## config.mk

```make
export PLATFORM = sky130hd
export DESIGN_NAME = key_beep_ctrl
export DESIGN_NICKNAME = d
export VERILOG_FILES = /design/src/rtl/key_pkg.sv /design/src/rtl/beep_tone_gen.sv /design/src/rtl/key_beep_ctrl.sv
export SDC_FILE = /design/constraint.sdc
export NUM_CORES = 1
export LEC_CHECK = 0
export ABC_AREA = 1
export CORE_MARGIN = 5
export CORE_UTILIZATION = 50
export CTS_BUF_LIST = sky130_fd_sc_hd__clkbuf_16
export CTS_CLUSTER_SIZE = 24
export DETAILED_ROUTE_END_ITERATION = 10
export PLACE_DENSITY = 0.62
export SLEW_MARGIN = 20
export SYNTH_ARGS = -nofsm -noshare
export SYNTH_HDL_FRONTEND = slang
export SYNTH_SLANG_ARGS = --single-unit
```

## constraint.sdc

```tcl
create_clock -name sys_clk -period 4.7 [get_ports sys_clk]
set_input_delay 0.94 -clock sys_clk [delete_from_list [all_inputs] [get_ports sys_clk]]
set_output_delay 0.94 -clock sys_clk [all_outputs]
set_load 0.03 [all_outputs]
```

## src/rtl/key_pkg.sv

```systemverilog
// ============================================================================
//  Module      : key_pkg
//  Description : Shared types and helpers for the key press / buzzer
//                controller: press and beep FSM state encodings, the
//                millisecond-to-cycle conversion and the pressed key level.
//  Revision    : 1.0  initial release
// ============================================================================
`default_nettype none

package key_pkg;

    // Debounced key level that means "pressed" (key pulls the line low)
    localparam logic KEY_PRESSED = 1'b0;

    // Press classifier states
    typedef enum logic [1:0] {
        P_IDLE = 2'd0,
        P_HELD = 2'd1,
        P_LONG = 2'd2
    } press_state_t;

    // Buzzer pattern states
    typedef enum logic [1:0] {
        B_IDLE = 2'd0,
        B_ON   = 2'd1,
        B_GAP  = 2'd2
    } beep_state_t;

    // Number of clock cycles in a duration given in milliseconds.
    // Dividing first keeps the intermediate product inside 32 bits for
    // realistic clock frequencies.
    function automatic int ms_to_cyc(input int freq, input int ms);
        return (freq / 1000) * ms;
    endfunction

endpackage : key_pkg

`default_nettype wire

```

## src/rtl/beep_tone_gen.sv

```systemverilog
// ============================================================================
//  Module      : beep_tone_gen
//  Description : Enable-gated half-period divider for a passive buzzer.
//                While i_en is high the output is a square wave that starts
//                high and toggles every TONE_HALF cycles; while i_en is low
//                the divider is held at phase 0 and the output is 0, so every
//                enable window begins with a fresh high half-period.
//  Revision    : 1.0  initial release
// ============================================================================
`default_nettype none

module beep_tone_gen #(
    parameter int TONE_HALF = 12500
) (
    input  logic sys_clk,
    input  logic rst_n,
    input  logic i_en,
    output logic o_tone
);

    localparam int c_cnt_w = (TONE_HALF < 2) ? 1 : $clog2(TONE_HALF + 1);

    logic [c_cnt_w-1:0] r_half_cnt;
    logic               r_phase;

    // Half-period counter; phase flips each time a half period elapses
    always_ff @(posedge sys_clk) begin
        if (!rst_n || !i_en) begin
            r_half_cnt <= '0;
            r_phase    <= 1'b0;
        end else if (r_half_cnt == c_cnt_w'(TONE_HALF - 1)) begin
            r_half_cnt <= '0;
            r_phase    <= ~r_phase;
        end else begin
            r_half_cnt <= r_half_cnt + c_cnt_w'(1);
        end
    end

    // Phase 0 drives high so the first half-period of each window is audible
    assign o_tone = i_en & ~r_phase;

endmodule : beep_tone_gen

`default_nettype wire

```

## src/rtl/key_beep_ctrl.sv

```systemverilog
// ============================================================================
//  Module      : key_beep_ctrl
//  Description : Consumes the debouncer's key_flag / key_value pair,
//                classifies each press as short or long, emits one-cycle
//                press-event pulses and plays a buzzer pattern: one beep for
//                a short press, two beeps separated by a gap for a long one.
//                Build option KEY_BEEP_TONE_EN: when defined the buzzer output
//                is a square wave (passive buzzer, beep_tone_gen divider);
//                when undefined it is a steady level (active buzzer).
//  Revision    : 1.0  initial release
// ============================================================================
`default_nettype none

module key_beep_ctrl
    import key_pkg::*;
#(
    parameter int CLK_FREQ  = 50000000,
    parameter int LONG_MS   = 1000,
    parameter int BEEP_MS   = 100,
    parameter int GAP_MS    = 100,
    parameter int TONE_HALF = 12500
) (
    input  logic sys_clk,
    input  logic rst_n,
    input  logic key_flag,
    input  logic key_value,
    output logic short_press,
    output logic long_press,
    output logic beep,
    output logic beep_busy
);

    localparam int c_long_cyc = ms_to_cyc(CLK_FREQ, LONG_MS);
    localparam int c_beep_cyc = ms_to_cyc(CLK_FREQ, BEEP_MS);
    localparam int c_gap_cyc  = ms_to_cyc(CLK_FREQ, GAP_MS);
    localparam int c_max_bg   = (c_beep_cyc > c_gap_cyc) ? c_beep_cyc : c_gap_cyc;
    localparam int c_max_cyc  = (c_long_cyc > c_max_bg) ? c_long_cyc : c_max_bg;
    localparam int c_cnt_w    = $clog2(c_max_cyc + 1);

    // Elaboration-time sanity checks on the configuration
    if (TONE_HALF < 1) begin : g_bad_tone_half
        $error("key_beep_ctrl: TONE_HALF must be at least 1");
    end
    if (c_long_cyc < 2 || c_beep_cyc < 1 || c_gap_cyc < 1) begin : g_bad_timing
        $error("key_beep_ctrl: LONG/BEEP/GAP durations too short for CLK_FREQ");
    end

    // ------------------------------------------------------------------
    // Press classifier
    // ------------------------------------------------------------------
    press_state_t       r_pstate;
    press_state_t       w_pstate_nxt;
    logic [c_cnt_w-1:0] r_hold_cnt;
    logic [c_cnt_w-1:0] w_hold_nxt;
    logic               r_short;
    logic               r_long;
    logic               w_short_nxt;
    logic               w_long_nxt;
    logic               w_press_evt;
    logic               w_release_evt;

    assign w_press_evt   = key_flag & (key_value == KEY_PRESSED);
    assign w_release_evt = key_flag & (key_value != KEY_PRESSED);

    // Press FSM state, hold counter and registered event pulses
    always_ff @(posedge sys_clk) begin
        if (!rst_n) begin
            r_pstate   <= P_IDLE;
            r_hold_cnt <= '0;
            r_short    <= 1'b0;
            r_long     <= 1'b0;
        end else begin
            r_pstate   <= w_pstate_nxt;
            r_hold_cnt <= w_hold_nxt;
            r_short    <= w_short_nxt;
            r_long     <= w_long_nxt;
        end
    end

    // Press FSM next state. The hold count is the number of cycles since the
    // press flag (the flag cycle counts as 0, so the first held cycle reads
    // 1); hitting LONG_CYC-1 therefore puts long_press LONG_CYC cycles after
    // the press flag.
    always_comb begin
        w_pstate_nxt = r_pstate;
        w_hold_nxt   = r_hold_cnt;
        w_short_nxt  = 1'b0;
        w_long_nxt   = 1'b0;
        case (r_pstate)
            P_IDLE: begin
                w_hold_nxt = '0;
                if (w_press_evt) begin
                    w_pstate_nxt = P_HELD;
                    w_hold_nxt   = c_cnt_w'(1);
                end
            end
            P_HELD: begin
                if (r_hold_cnt == c_cnt_w'(c_long_cyc - 1)) begin
                    // Threshold wins over a simultaneous release; if the key
                    // was released on this very cycle there is no later
                    // release flag to wait for, so return straight to idle.
                    w_long_nxt   = 1'b1;
                    w_hold_nxt   = '0;
                    w_pstate_nxt = w_release_evt ? P_IDLE : P_LONG;
                end else if (w_release_evt) begin
                    w_short_nxt  = 1'b1;
                    w_hold_nxt   = '0;
                    w_pstate_nxt = P_IDLE;
                end else begin
                    w_hold_nxt = r_hold_cnt + c_cnt_w'(1);
                end
            end
            P_LONG: begin
                w_hold_nxt = '0;
                if (w_release_evt) begin
                    w_pstate_nxt = P_IDLE;
                end
            end
            default: begin
                w_pstate_nxt = P_IDLE;
                w_hold_nxt   = '0;
            end
        endcase
    end

    assign short_press = r_short;
    assign long_press  = r_long;

    // ------------------------------------------------------------------
    // Beep pattern player
    // ------------------------------------------------------------------
    beep_state_t        r_bstate;
    beep_state_t        w_bstate_nxt;
    logic [c_cnt_w-1:0] r_btimer;
    logic [c_cnt_w-1:0] w_btimer_nxt;
    logic [1:0]         r_beeps_left;
    logic [1:0]         w_beeps_left_nxt;
    logic [1:0]         w_beeps_dec;
    logic               w_beep_on;

    assign w_beeps_dec = r_beeps_left - 2'd1;

    // Beep FSM state, phase timer and remaining-beep count
    always_ff @(posedge sys_clk) begin
        if (!rst_n) begin
            r_bstate     <= B_IDLE;
            r_btimer     <= '0;
            r_beeps_left <= 2'd0;
        end else begin
            r_bstate     <= w_bstate_nxt;
            r_btimer     <= w_btimer_nxt;
            r_beeps_left <= w_beeps_left_nxt;
        end
    end

    // Beep FSM next state; event pulses seen while a pattern plays are dropped
    always_comb begin
        w_bstate_nxt     = r_bstate;
        w_btimer_nxt     = r_btimer;
        w_beeps_left_nxt = r_beeps_left;
        case (r_bstate)
            B_IDLE: begin
                w_btimer_nxt = '0;
                if (r_short) begin
                    w_beeps_left_nxt = 2'd1;
                    w_bstate_nxt     = B_ON;
                end else if (r_long) begin
                    w_beeps_left_nxt = 2'd2;
                    w_bstate_nxt     = B_ON;
                end
            end
            B_ON: begin
                if (r_btimer == c_cnt_w'(c_beep_cyc - 1)) begin
                    w_btimer_nxt     = '0;
                    w_beeps_left_nxt = w_beeps_dec;
                    w_bstate_nxt     = (w_beeps_dec == 2'd0) ? B_IDLE : B_GAP;
                end else begin
                    w_btimer_nxt = r_btimer + c_cnt_w'(1);
                end
            end
            B_GAP: begin
                if (r_btimer == c_cnt_w'(c_gap_cyc - 1)) begin
                    w_btimer_nxt = '0;
                    w_bstate_nxt = B_ON;
                end else begin
                    w_btimer_nxt = r_btimer + c_cnt_w'(1);
                end
            end
            default: begin
                w_bstate_nxt     = B_IDLE;
                w_btimer_nxt     = '0;
                w_beeps_left_nxt = 2'd0;
            end
        endcase
    end

    assign w_beep_on = (r_bstate == B_ON);
    assign beep_busy = (r_bstate == B_ON) | (r_bstate == B_GAP);

`ifdef KEY_BEEP_TONE_EN
    logic w_tone;

    beep_tone_gen #(
        .TONE_HALF (TONE_HALF)
    ) u_tone (
        .sys_clk (sys_clk),
        .rst_n   (rst_n),
        .i_en    (w_beep_on),
        .o_tone  (w_tone)
    );

    assign beep = w_tone;
`else
    assign beep = w_beep_on;
`endif

endmodule : key_beep_ctrl

`default_nettype wire

```

Word level (Yosys, flattened, before mapping):

Cells that the tools add are included.

* bits in registers: 60
* input port bits: 4
* output and inout port bits: 4
* logic and storage cells: 58

* add/sub/neg operators: 3
* eq/ne operators: 10
* muxes and demuxes: 21
* bitwise operators: 8
* reduce and logical (&&, ||, !) cells: 9

Operators by type and width (number)
* 26-bit by 1-bit adder with 26-bit output, second input constant: 2
* 26-bit 2-to-1 mux: 2
* 26-bit case mux with 2 select lines: 1
* 26-bit by 23-bit equality test with 1-bit output, second input constant: 1
* 26-bit equality test, second input constant: 1
* 2-bit 2-to-1 mux: 12
* 2-bit case mux with 3 select lines: 3
* 2-bit logical NOT: 3
* 3-bit AND reduction: 2
* 3-bit OR reduction: 2
* 1-bit inverter: 5
* 2-bit by 1-bit equality test with 1-bit output, second input constant: 2
* 2-bit equality test, second input constant: 2
* 2-bit inequality test, second input constant: 2
* 1-bit 2-to-1 mux: 3
* 3-bit inequality test, second input constant: 1
* 1-bit bitwise AND: 2
* 2-bit by 1-bit inequality test with 1-bit output, second input constant: 1
* 2-bit AND reduction: 1
* 2-bit OR reduction: 1
* 2-bit by 1-bit subtractor with 2-bit output, second input constant: 1
* 1-bit bitwise OR: 1

Depth between registers and ports, before layout:

Gate-level depths: netlist of run 1.

* word-level depth: 5
* depth in mapped cells: 11
* gate-level depth less buffers: 11

Worst setup path before layout of run 1:

Ideal clock, no wire load.

* path type: input -> register
* from: in rst_n
* to: reg r_hold_cnt[11]
* arrival time: 1803 ps
* data required time: 4634 ps
* path slack: 2831 ps
* stages: 6
* path through: buf_2 inv_1 nor3_2 nand3_4 buf_6 a21oi_2

RTL lines
* from (decl): line key_beep_ctrl.sv:24 `input logic rst_n,`
* to (signal assigned): line key_beep_ctrl.sv:74 `r_hold_cnt <= w_hold_nxt;`
* to (decl): line key_beep_ctrl.sv:53 `logic [c_cnt_w-1:0] r_hold_cnt;`

Final worst setup path of run 1:

* from: reg r_bstate[1]
* to: out beep_busy

* word-level cells in the longest chain between the ends: 2

RTL lines
* from (decl): line key_beep_ctrl.sv:132 `beep_state_t r_bstate;`
* from (signal assigned): line key_beep_ctrl.sv:150 `r_bstate <= w_bstate_nxt;`
* 2-bit by 1-bit equality test with 1-bit output or 2-bit equality test (tied branches): line key_beep_ctrl.sv:198 `assign beep_busy = (r_bstate == B_ON) | (r_bstate == B_GAP);`
* 1-bit bitwise OR *: line key_beep_ctrl.sv:198
* to (decl): line key_beep_ctrl.sv:30 `output logic beep_busy`

Every way passes the cells marked *; elsewhere a longest branch is shown, timed or not.

==> metrics.md, run 1 <==
| Metric | Value |
|---|---|
| WP buf/inv | `2` |
| WHS | `0.463 ns` |
| Mapped Avg Cell Area | `6.96 um2` |
| Hold bufs inserted after CTS | `0` |
| R2R Setup Slk | `2.80 ns` |
| Crit path time final | `2.79 ns` |
| Top cell type's share of synthesized area | `35.1%` |
| CTS H-Tree Depth | `3` |
| Power per cell area | `385 nW/um2` |
| Worst path cell trace | `inv_1, ha_1, clkdlybuf4s50_1` |
| Yosys cell types | `38` |
| Clk root buf | `clkbuf_16` |
| Skew final | `0.00303 ns` |
| Layout cells sized above 1 | `12.3%` |
| Final HPWL DP | `5750 um` |
| CTS tree | `built` |
| Post-CTS Resized | `0` |
| Crit path capture type | `output pin` |
| First-pass DRT Iterations | `4` |
| Crit-path max cell delay | `0.70 ns` |
| Initial Util | `51.0%` |
| Crit path required time | `3.76 ns` |
| Fin. max-slew vios | `0` |
| Leakage | `1.38 nW` |
| Final setup viols | `0` |
| CP top delay family | `buffers and inverters` |
| Final Hold Vio Count | `0` |
| Vias per inst | `5.14` |
| Async set-or-reset flop fraction in the synthesized netlist | `0%` |
| Die H | `92.8 um` |
| Worst-skew pair later-pin latency | `0.33 ns` |
| # DRC | `0` |
| 1st-iter DRT viols | `137` |
| Pin count of the biggest net entering global routing | `27` |
| ANT cells | `0` |
| Vias | `3037` |
| Sw power | `0.386 mW` |
| Net Sw Frac | `25.8%` |
| Top-level I/O count | `8` |
| Dominant cells by area after synthesis | `dfxtp_1, nand2_1, nor2_1` |
| GP Congestion | `0.875` |
| Mapped Area | `3420 um2` |
| Die ar. | `8600 um2` |
| Number of flops mapped to enable cells by yosys | `0` |
| Post-synth top flop | `dfxtp_1` |
| Slew Limit Headroom | `70.7%` |
| Gate power share | `14.5%` |
| Row cnt | `30` |
| # port buffers | `7` |
| Detail Route Antenna Nets | `0` |
| Core Area | `6720 um2` |
| Fmax | `359 MHz` |
| Part of the power in registers | `36.2%` |
| Hold Crit Class | `reg -> reg` |
| Post-layout util | `58.0%` |
| Setup bufs post-CTS | `0` |
| RSZ-0062 raised after global routing | `no` |
| Max_cap viols | `0` |
| Final wirelength | `7610 um` |
| # nets final | `517` |
| Internal power | `1.11 mW` |
| Clk pwr share | `49.3%` |
| Pre-CTS setup slack | `1.94 ns` |
| Net Count, Synth | `503` |
| Final TNS setup | `0 ns` |
| Worst EP arrival | `1.85 ns` |
| Total GRT Usage | `19.2%` |
| Status | `completed` |
| Setup WS post-layout | `1.91 ns` |
| Clock Sinks | `60` |
| P&R area growth vs syn | `13.8%` |
| Total power | `1.50 mW` |
| Synth area leader | `dfxtp_1` |
| CP startpoint kind | `flop` |
| Slew @ Worst Pin | `0.438 ns` |
| Worst VDD drop | `0.298 mV` |
| Yosys warning total | `0` |
| First-pass GRT wire length | `13000 um` |
| Grt total ovfl | `0` |
| Critical path class | `reg -> out` |
| Initial antenna violation count | `0` |
| Post-synthesis register bit count | `60` |
| Slowest cell on crit path | `clkdlybuf4s50_1` |
| Clock Pin Slew Worst Setup and Hold Paths | `0.05 ns` |
| Chip Width | `92.8 um` |
| Worst Path Max Fanout | `4` |
| TritonCTS Buffers | `9` |
| Register area share after synthesis | `35.1%` |
| Vias in the first global route | `2891` |
| Cells after synthesis | `492` |
| DR WL/cell | `12.9 um` |
| Period utilization | `59.3%` |
| CTS Buffer Depth | `2` |
==> synthesized netlist by cell type (6+ instances only) <==
library cell / count
dfxtp_1: 60
nor2_2: 17
nand2_2: 7
nand4_1: 23
nor3_1: 18
nor2_1: 72
xor2_1: 15
nand2_1: 104
nand3_1: 26
ha_1: 7
inv_1: 68
nor3_2: 6
a21oi_1: 23
==> path summary, 6_finish.rpt <==
check        cells past startpoint           end          from
max                              3     beep_busy   r_bstate[1]
min                              2  r_btimer[25]  r_btimer[25]
max reg2reg                      8  r_btimer[14]   r_btimer[0]
min reg2reg                      2  r_btimer[25]  r_btimer[25]
==> cell families after synthesis <==
group	after synthesis	synth area share, %
and+or+nand+nor	295	42.9
DFF	60	35.1
AOI/OAI and AO/OA	40	6.76
buffers and inverters	74	8.59
xor gates and xnor gates	16	4.09
adders and majority gates	7	2.56
==> tightest hold or removal path: cells and delay by family, from the launching register on <==
kind | cells | cell delay, ns
AND/OR/NAND/NOR | 1 | 0.06
AO/OA/AOI/OAI | 1 | 0.05
flip-flops | 1 | 0.30
==> registers in the layout, indices dropped and copies added (netlist names) <==
name	cells
r_hold_cnt	26
r_beeps_left	2
r_pstate	2
long_press	1
short_press	1
r_bstate	2
r_btimer	26
==> through the flow <==
stage / cell area [um2] / std cells
4_1_cts: 3900 / 591
3_3_place_gp: 3560 / 575
5_1_grt: 3900 / 591
6_report: 3900 / 591
2_1_floorplan: 3420 / 492
3_5_place_dp: 3560 / 575
==> layout by cell type (no fill, tap or decap), drive strengths merged, types with 5 or more instances in the layout <==
cell             n
o21ai            7
clkdlybuf4s50    7
xor2            15
dfxtp           60
ha               7
inv             72
clkbuf           9
nor3            26
nand4           23
nand2          111
a21oi           24
nand3           31
nor2            94
or2              5
==> final cells by class <==
| type | instances | area [um2] |
|---|---|---|
| clock buffers | 9 | 225 |
| clock inverters | 7 | 108 |
| fillers | 648 | 2820 |
| inverters | 70 | 263 |
| multi-input cells | 358 | 1930 |
| flip-flops and latches | 60 | 1200 |
| well taps | 80 | 100 |
| repair buffers | 7 | 70.1 |
==> power by group through the flow <==
| stage | Sequential, mW | Clock (mW) | Combinational [mW] |
|---|---|---|---|
| after floorplan | 0.550 | 0 | 0.168 |
| after global placement | 0.553 | 0 | 0.210 |
| after detailed placement | 0.554 | 0 | 0.215 |
| after CTS | 0.543 | 0.752 | 0.217 |
| after global routing | 0.546 | 0.781 | 0.243 |
| final | 0.543 | 0.739 | 0.218 |
==> layer usage <==
layer,global-route usage (%),up-vias,part of all wire [%]
met2,31.5,40,48
met5,0,-,0
li1,-,1615,-
met4,9.89,0,2.6
met1,23.9,1369,47
met3,3.49,13,2.8
(Power assumes the default switching activity.)
==> inputs of run 2 (changes only) <==
clock period = 2.9 ns   (was 4.7 ns; I/O delays follow)
==> metrics.md, run 2 (synthesis results as in run 1) <==
| Metric | Value |
|---|---|
| Status | `completed` |
| Commonest non-fill, non-tap cell in the layout | `nand2_1` |
| Top-level I/O count | `8 (unchanged)` |
| Crit path required time | `2.32 ns (-1.44 ns)` |
| Fin. max-slew vios | `0 (unchanged)` |
| Inst Count DP | `576 (+0.17%)` |
| First-pass DRT Iterations | `4 (unchanged)` |
| GP Congestion | `0.901 (+3.0%)` |
| Final Hold Vio Count | `0 (unchanged)` |
| # DRC | `0 (unchanged)` |
| 1st-iter DRT viols | `136 (-0.73%)` |
| Setup bufs post-CTS | `0 (unchanged)` |
| Row cnt | `30 (unchanged)` |
| Final HPWL DP | `5740 um (-0.11%)` |
| Pin count of the biggest net entering global routing | `27 (unchanged)` |
| TritonCTS Buffers | `9 (unchanged)` |
| # port buffers | `7 (unchanged)` |
| Fmax | `416 MHz` |
| Detail Route Antenna Nets | `0 (unchanged)` |
| Layout cells sized above 1 | `12.1% (-0.22 points)` |
| Die H | `92.8 um (unchanged)` |
| RSZ-0062 raised after global routing | `no` |
| Placed cell area | `3570 um2 (+0.21%)` |
| Hold bufs inserted after CTS | `0 (unchanged)` |
| Max_cap viols | `0 (unchanged)` |
| First-pass GRT wire length | `13100 um (+0.68%)` |
| P&R area growth vs syn | `11.9%` |
| Worst Path Max Fanout | `4 (unchanged)` |
| Grt total ovfl | `0 (unchanged)` |
| Final wirelength | `7480 um (-1.7%)` |
| Most frequent cells in the layout | `nand2_1, nor2_1, inv_1` |
| CTS Buffer Depth | `2 (unchanged)` |
| Initial antenna violation count | `0 (unchanged)` |
| Die ar. | `8600 um2 (unchanged)` |
| Hold Crit Class | `reg -> reg` |
| Crit path time final | `2.41 ns` |
| Cell area after layout | `3830 um2 (-1.7%)` |
| Final TNS setup | `0 ns (unchanged)` |
| Crit path capture type | `output pin` |
| Clock Sinks | `60 (unchanged)` |
| Total GRT Usage | `19.1% (-0.098 points)` |
| Skew final | `0.00764 ns (+0.00460 ns)` |
| Worst VDD drop | `0.384 mV (+29%)` |
| WHS | `0.456 ns (-0.00619 ns)` |
| Chip Width | `92.8 um (unchanged)` |
| Power per cell area | `560 nW/um2 (+46%)` |
| Vias in the first global route | `2949 (+2.0%)` |
| Slew @ Worst Pin | `0.367 ns (-0.0711 ns)` |
| Period utilization | `83.0%` |
| Leakage | `1.33 nW (-3.0%)` |
| Total power | `2.15 mW (+43%)` |
| Core Area | `6720 um2 (unchanged)` |
| Clock Pin Slew Worst Setup and Hold Paths | `0.05 ns (about the same)` |
| Slew Limit Headroom | `75.3% (+4.6 points)` |
| DR WL/cell | `12.6 um (-1.9%)` |
| Final setup viols | `0 (unchanged)` |
| CTS tree | `built` |
| Worst EP arrival | `1.83 ns (-0.02 ns)` |
| Vias per inst | `5.16 (+0.49%)` |
| Post-CTS Resized | `0 (unchanged)` |
| Critical path class | `reg -> out` |
| Final Non-Filler Cells | `592 (+0.17%)` |
| Vias | `3057 (+0.66%)` |
| Clk root buf | `clkbuf_16` |
| ANT cells | `0 (unchanged)` |
| CTS H-Tree Depth | `3 (unchanged)` |
| Largest regs | `r_btimer x26, r_hold_cnt x26` |
| Initial Util | `51.0% (unchanged)` |
| CP startpoint kind | `flop` |
| # nets final | `518 (+0.19%)` |
| Worst-skew pair later-pin latency | `0.32 ns (about the same)` |
## run 2: critical path: stages, from the launching register on
cell	delay (ns)
dfxtp_1	0.37
inv_1	0.08
ha_1	0.35
clkdlybuf4s50_1	0.70
## run 2: final timing paths
check | cells past startpoint | to | from | slack (ns)
setup / recovery | 3 | beep_busy | r_bstate[0] | 0.49
hold / removal | 2 | r_beeps_left[1] | r_beeps_left[1] | 0.46
setup reg to reg | 10 | r_hold_cnt[22] | r_hold_cnt[0] | 1.00
hold reg to reg | 2 | r_beeps_left[1] | r_beeps_left[1] | 0.46
## run 2: through the flow
| step | worst slack [ns] | util [%] |
|---|---|---|
| after floorplan | 1.36 | - |
| after global placement | 0.751 | 53.1 |
| after detailed placement | 0.680 | 53.1 |
| after CTS | 0.480 | 57.0 |
| after global routing | 0.410 | 57.0 |
| final | 0.493 | 57.0 |
## run 2: final cells by class
class,count,area [um2]
sequential,60,1200
timing repair buffer,8,77.6
multi-input combinational,358,1930
tap,80,100
fill,642,2890
clock buffer,9,225
clock inverter,7,35.0
inverter,70,263
## run 2: routing by layer
layer	track usage (%)	up-vias	routed length, um
met1	23.1	1382	3460
met5	0	-	0
met3	4.96	12	232
li1	-	1616	-
met4	7.57	0	136
met2	32.2	47	3650
## run 2: power breakdown
part           leakage, nW  internal (mW)  switching [mW]  total, mW
Combinational        0.724          0.123           0.223      0.346
Clock                0.125          0.563           0.357      0.919
Sequential           0.484          0.854          0.0268      0.881
==> inputs of run 3 (changes only) <==
clock period = 2.4 ns   (was 2.9 ns; I/O delays follow)
==> metrics.md, run 3 (synthesis results as in run 1) <==
| Metric | Value |
|---|---|
| Fmax | `434 MHz` |
| Core Area | `6720 um2 (unchanged)` |
| Skew final | `0.00685 ns (-0.000786 ns)` |
| CTS tree | `built` |
| ANT cells | `0 (unchanged)` |
| Detail Route Antenna Nets | `0 (unchanged)` |
| Top-level I/O count | `8 (unchanged)` |
| TritonCTS Buffers | `9 (unchanged)` |
| Final setup viols | `0 (unchanged)` |
| First-pass GRT wire length | `13000 um (-1.1%)` |
| Max_cap viols | `0 (unchanged)` |
| Period utilization | `96.0%` |
| DR WL/cell | `12.6 um (about the same)` |
| Chip Width | `92.8 um (unchanged)` |
| Pin count of the biggest net entering global routing | `27 (unchanged)` |
| Clk root buf | `clkbuf_16` |
| P&R area growth vs syn | `13.5%` |
| Slew Limit Headroom | `78.6% (+3.3 points)` |
| Vias in the first global route | `2931 (-0.61%)` |
| Most frequent cells in the layout | `nand2_1, nor2_1, inv_1` |
| CP startpoint kind | `flop` |
| Power per cell area | `725 nW/um2 (+29%)` |
| Status | `completed` |
| # DRC | `0 (unchanged)` |
| Initial Util | `51.0% (unchanged)` |
| Row cnt | `30 (unchanged)` |
| Worst-skew pair later-pin latency | `0.33 ns (about the same)` |
| 1st-iter DRT viols | `124 (-8.8%)` |
| CTS H-Tree Depth | `3 (unchanged)` |
| Die ar. | `8600 um2 (unchanged)` |
| Grt total ovfl | `0 (unchanged)` |
| Placed cell area | `3580 um2 (+0.21%)` |
| Hold bufs inserted after CTS | `0 (unchanged)` |
| Worst VDD drop | `0.534 mV (+39%)` |
| Final HPWL DP | `5750 um (about the same)` |
| Crit path capture type | `output pin` |
| # port buffers | `7 (unchanged)` |
| Layout cells sized above 1 | `12.5% (+0.37 points)` |
| Post-layout util | `57.9% (+0.84 points)` |
| Final TNS setup | `0 ns (unchanged)` |
| # nets final | `519 (+0.19%)` |
| CTS Buffer Depth | `2 (unchanged)` |
| Crit path required time | `1.92 ns (-0.40 ns)` |
| Worst Path Max Fanout | `4 (unchanged)` |
| Critical path class | `reg -> out` |
| Fillers | `645 (+0.47%)` |
| Final wirelength | `7490 um (+0.16%)` |
| Die H | `92.8 um (unchanged)` |
| Inst Count DP | `577 (+0.17%)` |
| RSZ-0062 raised after global routing | `no` |
| Cell area after layout | `3890 um2 (+1.5%)` |
| Hold Crit Class | `reg -> reg` |
| Final Non-Filler Cells | `593 (+0.17%)` |
| Vias | `3057 (unchanged)` |
| Initial antenna violation count | `0 (unchanged)` |
| Slew @ Worst Pin | `0.320 ns (-0.0470 ns)` |
| Post-CTS Resized | `0 (unchanged)` |
| Setup bufs post-CTS | `0 (unchanged)` |
| Fin. max-slew vios | `0 (unchanged)` |
| Commonest non-fill, non-tap cell in the layout | `nand2_1` |
| First-pass DRT Iterations | `4 (unchanged)` |
| Pre-CTS setup slack | `0.436 ns (-0.244 ns)` |
| Crit path time final | `2.30 ns` |
| Clock Sinks | `60 (unchanged)` |
| Total GRT Usage | `19.0% (-0.084 points)` |
| Vias per inst | `5.16 (-0.17%)` |
| Setup WS post-layout | `0.0965 ns (-0.397 ns)` |
| Largest regs | `r_btimer x26, r_hold_cnt x26` |
| Leakage | `1.37 nW (+2.7%)` |
| Clock Pin Slew Worst Setup and Hold Paths | `0.05 ns (about the same)` |
| Worst EP arrival | `1.82 ns (about the same)` |
| Final Hold Vio Count | `0 (unchanged)` |
| GP Congestion | `0.865 (-4.0%)` |
-- run 3: final timing paths --
path,startpoint,endpoint,slack [ns],cells after the start
max,r_bstate[0],beep_busy,0.1,3
max reg2reg,r_hold_cnt[0],r_hold_cnt[25],0.59,10
min reg2reg,r_beeps_left[1],r_beeps_left[1],0.45,2
min,r_beeps_left[1],r_beeps_left[1],0.45,2
-- run 3: critical path, cell delays in order, from the launching register on --
cell and delay [ns]:
dfxtp_1 0.38, inv_1 0.08, ha_1 0.34, clkdlybuf4s50_1 0.70
-- run 3: final cells by class --
type	count	area (um2)	area share (%)
Clock buffer	9	225	5.79
Multi-Input combinational cell	358	1930	49.6
Sequential cell	60	1200	30.9
Inverter	70	263	6.76
Clock inverter	7	83.8	2.16
Tap cell	80	100	2.57
Timing Repair Buffer	9	85.1	2.19
-- run 3: stage by stage --
step                power (mW)  hold WS, ns
floorplan                 1.41        0.430
finish                    2.82        0.450
global placement          1.51        0.442
CTS                       2.86        0.455
global route              2.95        0.498
detailed placement        1.51        0.446
-- run 3: layer usage --
| layer | track usage (%) | share of wire, % | vias to the layer above |
|---|---|---|---|
| li1 | - | - | 1621 |
| met1 | 22.6 | 44 | 1371 |
| met2 | 31.9 | 50 | 44 |
| met3 | 3.41 | 2.8 | 21 |
| met4 | 11.1 | 3.1 | 0 |
| met5 | 0 | 0 | - |
-- run 3: power breakdown --
group	total (mW)	switching (mW)	internal, mW
sequential	1.06	0.0241	1.03
combinational	0.422	0.268	0.154
clock	1.34	0.448	0.895
total	2.82	0.740	2.08
==> RTL change: new RTL, flow settings as in run 2 <==
Add a define of `KEY_BEEP_TONE_EN`.
--- a/src/rtl/key_beep_ctrl.sv
+++ b/src/rtl/key_beep_ctrl.sv
@@ -12,2 +12,4 @@
 `default_nettype none
+
+`define KEY_BEEP_TONE_EN
 
Check against the original RTL: no difference found for any inputs over 10 cycles, from zero or initial values and one cycle with rst_n low; that may be too few to reach the edited logic, so the function may still have changed.
==> RTL change against run 2 <==
Wire length up 5.1%; non-clock buffer count is 1 lower; first-iteration DRC count down 7.4%; design area is 16% higher; power is 26% higher; worst setup slack got worse by 0.020 ns; maximum frequency decreased by 0.82%; sequential cell count rose by 15; critical path depth rose by 2; synthesized area increased by 14%; count of clock-buffer cells in the layout unchanged; largest power group unchanged; die area rose by 13%.
==> RTL change: results (changes against run 2) <==
Clock network
  • Post-CTS sizing: 0 (unchanged)
  • H-Tree Depth: 3 (unchanged)
  • Clock slew at reported path FFs: 0.05 ns (about the same)
  • Worst skew pair latency: 0.33 ns
  • Maximum clock path buffer count: 2 (unchanged)
  • Post-CTS Setup Bufs: 0 (unchanged)
  • Cts bufs inserted: 9 (unchanged)
  • Root Buffer Master: clkbuf_16

Layout
  • NumNets Final: 588 (+14%)
  • Antenna cells: 0 (unchanged)
  • Layout cell share with drive strength beyond 1: 0.0792 (-0.0419)
  • Top Registers: r_btimer (26), r_hold_cnt (26), u_tone.r_half_cnt (14)

Setup path
  • Reg2Reg Depth: 10 (unchanged)
  • Critical-path maximum fanout: 7 (+3)
  • Crit path launch: r_bstate[1]
  • RR Startpoint: r_hold_cnt[0]
  • WP data arrival: 1.85 ns (+0.02 ns)

Global route
  • GRT Util Overall: 0.176 (-0.0150)
  • Antenna violations before repair: 0 (unchanged)
  • Vias in the first global route: 3229 (+9.5%)
  • First-pass GRT wire length: 14300 µm (+9.2%)
  • Largest net degree at the start of global routing: 27 (unchanged)

Logic synthesis
  • Post-synth top cells: 114 x nand2_1, 103 x nor2_1, 76 x inv_1
  • Ys Warns: 0 (unchanged)
  • Unique cell type count in the Yosys netlist: 39 (+2.6%)
  • Seq/Total Area, Yosys: 0.383 (+0.0325)
  • Top cells by area, synth: dfxtp_1 38%, nand2_1 11%, nor2_1 9.9%
  • Syn nets: 574 (+14%)
  • Async set-or-reset flop fraction in the synthesized netlist: 0 (unchanged)

Timing
  • Slew HR: 0.635 (-0.119)
  • Final Skew: 0.00965 ns (+0.00201 ns)

Detailed routing
  • Drt pass-1 iters: 5 (+1)
  • Starting DRC count in detailed routing: 126 (-7.4%)
  • Routed wire length: 7860 µm (+5.1%)
  • Via count: 3419 (+12%)

Power
  • Leakage power: 0.00161 µW (+21%)
  • Max VDD drop: 0.297 mV (-23%)

Place
  • Hpwl dp: 5860 µm (+2.0%)
  • RD Place Congestion: 0.815 (-9.5%)
  • Placed Instance Area: 4090 µm² (+15%)
  • # port buffers: 7 (unchanged)

Run status
  • Status: completed

Hold path
  • Hold_sp: r_btimer[0]
  • HP Class: reg2reg
  • Hold path depth: 1 (-1)
-- RTL change: final timing paths --
path | end | slack [ns]
worst max register to register | r_hold_cnt[19] | 0.99
worst min-delay path | r_btimer[0] | 0.45
worst min register to register | r_btimer[0] | 0.45
worst max-delay path | beep | 0.47
-- RTL change: cells by family (layout without fill, tap and decap cells) --
logic type | count (synthesis) | after routing | synth area share
adders and majority gates | 8 | 8 | 0.0256
buffers and inverters | 83 | 102 | 0.0811
AOI/OAI and AO/OA | 42 | 42 | 0.0591
xor gates and xnor gates | 18 | 18 | 0.0402
DFF | 75 | 75 | 0.383
and+or+nand+nor | 336 | 336 | 0.411
-- RTL change: critical path, cell delays in order, from the launching register on --
cell             delay, ns
dfxtp_1               0.34
inv_1                 0.08
ha_1                  0.28
inv_1                 0.06
nor2_1                0.09
clkdlybuf4s50_1       0.67
-- RTL change: final cells by class --
type | count | area, µm²
Clock buffer | 9 | 225
Clock inverter | 7 | 131
Fill cell | 765 | 3240
Multi-Input combinational cell | 404 | 2100
Tap cell | 102 | 128
Inverter | 79 | 297
Sequential cell | 75 | 1500
Timing Repair Buffer | 7 | 70.1
-- RTL change: per-layer routing --
layer  wire [µm]  global-route usage  vias to the layer above
met5           0                   0                        -
met3         205              0.0311                        7
met2        3450               0.276                       34
met1        4090               0.241                     1557
li1            -                   -                     1821
met4         110              0.0693                        0
-- RTL change: power by group --
group	internal, µW	switching (µW)
combinational	99.4	182
sequential	1060	21.2
clock	919	423
total	2080	626
-- RTL change: through the flow --
| stage | worst slack, ns | total power [µW] | hold slack (ns) | utilization | std cells |
|---|---|---|---|---|---|
| floorplan | 1.24 | 1320 | 0.418 | - | 562 |
| detailed placement | 0.596 | 1390 | 0.441 | 0.533 | 667 |
| global placement | 0.643 | 1380 | 0.429 | 0.533 | 667 |
| global route | 0.356 | 2830 | 0.477 | 0.579 | 683 |
| finish | 0.474 | 2700 | 0.450 | 0.579 | 683 |
| CTS | 0.450 | 2740 | 0.455 | 0.579 | 683 |
